--- config.mk ---
export PLATFORM = sky130hd
export DESIGN_NAME = hpm_ctrl
export DESIGN_NICKNAME = d
export VERILOG_FILES = /design/src/rtl/hpm_ctrl.sv
export SDC_FILE = /design/constraint.sdc
export NUM_CORES = 1
export LEC_CHECK = 0
export CORE_UTILIZATION = 50
export DETAILED_ROUTE_END_ITERATION = 7
export PLACE_DENSITY_LB_ADDON = 0.05
export SETUP_SLACK_MARGIN = 0.15
export SYNTH_ARGS = -nofsm -noshare
export SYNTH_HDL_FRONTEND = slang
export SYNTH_SLANG_ARGS = --single-unit
--- constraint.sdc ---
create_clock -name clk -period 2.6 [get_ports clk]
set_clock_uncertainty 0.2 [all_clocks]
set_input_delay 0.26 -clock clk [delete_from_list [all_inputs] [get_ports clk]]
set_output_delay 0.26 -clock clk [all_outputs]
set_load 0.02 [all_outputs]
--- src/rtl/hpm_ctrl.sv ---
// Hardware performance monitor for an FPro MMIO slot: cycle, instruction and
// memory read/write event counters with a start/stop/one-shot window FSM.
module hpm_ctrl #(
  parameter int unsigned CW = 32
) (
  input  logic        clk,
  input  logic        reset_n,
  input  logic        cs,
  input  logic        write,
  input  logic        read,
  input  logic [4:0]  addr,
  input  logic [31:0] wr_data,
  output logic [31:0] rd_data,
  input  logic        probe_inst,
  input  logic        probe_mem_rd,
  input  logic        probe_mem_wr,
  output logic        busy
);

  typedef enum logic [1:0] {
    S_IDLE = 2'd0,
    S_RUN  = 2'd1,
    S_DONE = 2'd2,
    S_BAD  = 2'd3
  } state_e;

  localparam logic [CW-1:0] ONE = {{(CW-1){1'b0}}, 1'b1};

  state_e        state_q, state_d;
  logic [CW-1:0] cnt_q [4];
  logic [CW-1:0] cnt_d [4];
  logic [CW-1:0] window_q, window_d;
  logic          oneshot_q, oneshot_d;
  logic          done_q, done_d;
  logic          ovf_q, ovf_d;

  logic       ctrl_wr, win_wr, start, stop, clear, count_en, reached;
  logic [3:0] ev;
  logic       unused_ok;

  assign ctrl_wr  = cs && write && (addr == 5'd0);
  assign win_wr   = cs && write && (addr == 5'd1);
  assign start    = ctrl_wr && wr_data[0] && !wr_data[1];
  assign stop     = ctrl_wr && wr_data[1];
  assign clear    = ctrl_wr && wr_data[2];
  assign count_en = (state_q == S_RUN) && !clear;
  // index order matches the counter register order: CYC, INST, RD, WR
  assign ev       = {probe_mem_wr, probe_mem_rd, probe_inst, 1'b1};
  // cycle counter must actually advance onto WINDOW; a saturated counter never "reaches"
  assign reached  = count_en && oneshot_q && (window_q != '0) &&
                    (cnt_q[0] != '1) && ((cnt_q[0] + ONE) == window_q);
  assign busy     = (state_q == S_RUN);
  assign unused_ok = ^{read, wr_data};

  always_comb begin
    state_d   = state_q;
    oneshot_d = oneshot_q;
    done_d    = done_q;
    ovf_d     = ovf_q;
    window_d  = win_wr ? wr_data[CW-1:0] : window_q;
    for (int unsigned i = 0; i < 4; i++) begin
      cnt_d[i] = cnt_q[i];
      if (count_en && ev[i]) begin
        if (cnt_q[i] == '1) ovf_d = 1'b1;
        else                cnt_d[i] = cnt_q[i] + ONE;
      end
    end
    if (clear) begin
      for (int unsigned i = 0; i < 4; i++) cnt_d[i] = '0;
      done_d = 1'b0;
      ovf_d  = 1'b0;
    end
    case (state_q)
      S_IDLE, S_DONE: begin
        if (stop) begin
          state_d = S_IDLE;
        end else if (start) begin
          state_d   = S_RUN;
          oneshot_d = wr_data[3];
          done_d    = 1'b0;
          ovf_d     = 1'b0;
          for (int unsigned i = 0; i < 4; i++) cnt_d[i] = '0;
        end
      end
      S_RUN: begin
        if (stop) begin
          state_d = S_IDLE;
        end else if (reached) begin
          state_d = S_DONE;
          done_d  = 1'b1;
        end
      end
      default: state_d = S_IDLE;
    endcase
  end

  always_ff @(posedge clk or negedge reset_n) begin
    if (!reset_n) begin
      state_q   <= S_IDLE;
      window_q  <= '0;
      oneshot_q <= 1'b0;
      done_q    <= 1'b0;
      ovf_q     <= 1'b0;
      for (int unsigned i = 0; i < 4; i++) cnt_q[i] <= '0;
    end else begin
      state_q   <= state_d;
      window_q  <= window_d;
      oneshot_q <= oneshot_d;
      done_q    <= done_d;
      ovf_q     <= ovf_d;
      for (int unsigned i = 0; i < 4; i++) cnt_q[i] <= cnt_d[i];
    end
  end

  always_comb begin
    rd_data = '0;
    case (addr)
      5'd1:    rd_data = 32'(window_q);
      5'd2:    rd_data = {28'd0, ovf_q, done_q, state_q};
      5'd3:    rd_data = 32'(cnt_q[0]);
      5'd4:    rd_data = 32'(cnt_q[1]);
      5'd5:    rd_data = 32'(cnt_q[2]);
      5'd6:    rd_data = 32'(cnt_q[3]);
      default: rd_data = '0;
    endcase
  end

endmodule

==> run summary <==
Slew headroom: 53.8%
Hold Path Class: input pin to async pin
RSZ-0062 raised after global routing: true
failing checks: negative setup slack
Synth area leader: dfrtp_1
Cells after Synth: 1104
Layout area overhead: 40.1%
core area: 19600 um^2
static leakage: 6.36 nW
placer congestion estimate: 0.978
fin. max-slew vios: 0
Reg clk slew, reported paths: 0.08 ns
Post-DP Area: 12500 um^2
final period utilization: 111%
Post-synth EDFFs: 0
clock buffer depth: 2
vias per cell: 5.92
die footprint: 20600 um^2
worst-path fanout max: 4
row count: 51
DRT iter0 DRCs: 775
# nets final: 1437
R2R depth: 7
R2R Path Start: cnt_q[108]$_DFF_PN0_
detailed-route via count: 9863
design area: 14100 um^2
Final Hold Fails: 0
Pre-antenna DRT Iters: 6
Die Wd: 144 um
Synth top area share: 41.2%
worst skew pair latency: 0.44 ns
crit end category: flip-flop
CTS tree: yes
clock root buffer: clkbuf_16
most common cell in the synthesized netlist: dfrtp_1
Slew @ Worst Pin: 0.687 ns
MaxCap Viol Count: 0
Ys Warns: 0
PD cells: 465 nW/um^2
total track usage: 34.0%
post-synth cell types: 66
vias in the first global route: 9416
DRT antenna net count: 0
Fillers: 1472
post-synthesis area per instance: 9.09 um^2
Async S/R FF share, synth: 100%
synthesized net count: 1153
Finished Layout Cells: 1666
Mapped Area: 10000 um^2
synthesized flop and latch total: 165
area of the multi-input gates: 6050 um^2
Setup Crit Path Kind: flip-flop to flip-flop
Synth Flop Type: dfrtp_1
worst reg2reg endpoint: state_q[0]$_DFFE_PN0P_
status: finished with violations
largest net degree at the start of global routing: 62
Peak VDD IR: 0.397 mV
first-pass GRT wire length: 52100 um
fmax: 346 MHz
dpl hpwl: 24500 um
crit path from: cnt_q[108]$_DFF_PN0_
DRC violations left: 0
synth cell count leaders: dfrtp_1, nor2_1, nand2_1
Required @ worst endpoint: 2.72 ns
Worst R2R Setup Slack: -0.29 ns
CP Data Arrival Time: 3.01 ns
H-Tree Depth: 4
CTS Sinks: 165
antenna violations before repair: 0
Setup violations, final: 3
post-synthesis sequential area ratio: 41.2%
min Tclk post-route: 2.89 ns
CTS Buf Count: 17
drt total wl: 34900 um
Placed Cells: 1576
Avg WL per Cell: 20.9 um
top post-synthesis cells by area: dfrtp_1, xor2_1, xnor2_1, nor2_1, mux2_2
ant diodes: 0
final setup margin: -0.288 ns
FF+latch area: 4140 um^2
die height: 144 um
I/O pin cnt: 78
grt total ovfl: 0
port buffer count: 76
share of cells above drive strength 1: 33.0%
Initial Util: 51.2%
Startpoint Class: flip-flop
## state kept, by name, indices dropped and copies added, names as in the netlist
signal and flops:
cnt_q 128, done_q 1, oneshot_q 1, ovf_q 1
state_q 2, window_q 32
## critical path: stages, from the launching register on
cell      delay [ns]
dfrtp_2         0.43
nand4_4         0.15
or4_4           0.54
or3_4           0.35
a211oi_2        0.24
nand4_1         0.14
or4_4           0.45
a32o_1          0.27
## cells by family (layout without fill, tap and decap cells)
group / after synthesis / in the layout / synth area share (%)
flip-flops: 165 / 165 / 41.2
AO/OA/AOI/OAI: 128 / 128 / 9.34
buffers and inverters: 86 / 383 / 4.22
AND/OR/NAND/NOR: 518 / 518 / 26.1
multiplexers: 48 / 48 / 5.20
adder cells (fa/ha/maj): 4 / 4 / 0.499
XOR/XNOR: 155 / 155 / 13.5
## cell type report
| type | instances | share of cell area, % |
|---|---|---|
| multi-input combinational | 853 | 43.0 |
| sequential | 165 | 29.5 |
| timing repair buffer | 336 | 20.6 |
| clock buffer | 17 | 3.03 |
| tap | 265 | 2.36 |
| clock inverter | 15 | 1.15 |
| inverter | 15 | 0.400 |
## cell usage in the layout, fill, tap and decap left out, drive strengths merged, types with 13 or more instances in the layout
cell type        n
a21oi           13
xor2            89
nor3            26
nand4           61
and4            18
clkbuf          24
mux2            33
clkdlybuf4s50   37
nor2           151
mux2i           15
nand3           67
and3            27
xnor2           66
buf            275
inv             24
dfrtp          165
a22oi           39
nor4            22
o21ai           21
nand2           99
## stage by stage
stage	TNS [ns]	hold slack [ns]	setup WS (ns)	power, mW	util, %
6_report	-0.778	0.193	-0.288	6.54	71.8
5_1_grt	-0.896	0.225	-0.328	6.75	71.8
4_1_cts	-0.667	0.217	-0.251	6.51	68.6
3_5_place_dp	-34.84	0.118	-0.383	3.91	63.9
3_3_place_gp	-32.87	0.111	-0.388	3.90	63.9
2_1_floorplan	-0.0775	-0.236	-0.0775	3.39	-
## timing repair
action                                 in CTS  in global routing
gates resized for setup                   163                107
pin swaps                                  17                 47
buffers inserted                           11                 39
hold buffers                                1                  0
cloned                                      3                  4
endpoints found under the hold margin      58                  0
setup endpoints to repair                 115                123
## worst max path at each step
stage | endpoint | slack, ns
floorplan | state_q[0]$_DFFE_PN0P_ | -0.08
global placement | rd_data[8] | -0.39
detailed placement | cnt_q[68]$_DFF_PN0_ | -0.38
CTS | state_q[0]$_DFFE_PN0P_ | -0.25
global route | state_q[0]$_DFFE_PN0P_ | -0.33
finish | state_q[0]$_DFFE_PN0P_ | -0.29
## layer usage
metal / global-route usage [%] / share of wire [%] / vias up
li1: - / - / 4509
met1: 44.4 / 41 / 4838
met2: 55.4 / 47 / 426
met3: 6.00 / 7.5 / 90
met4: 14.8 / 3.9 / 0
met5: 0 / 0 / -
## power breakdown
part           leakage (nW)  total, mW  switching, mW  internal, mW
Clock                 0.284       2.58           1.21          1.36
Combinational          3.90       1.07          0.540         0.529
Sequential             2.17       2.89          0.185          2.71
No activity file was read; power rests on OpenSTA's default activity.
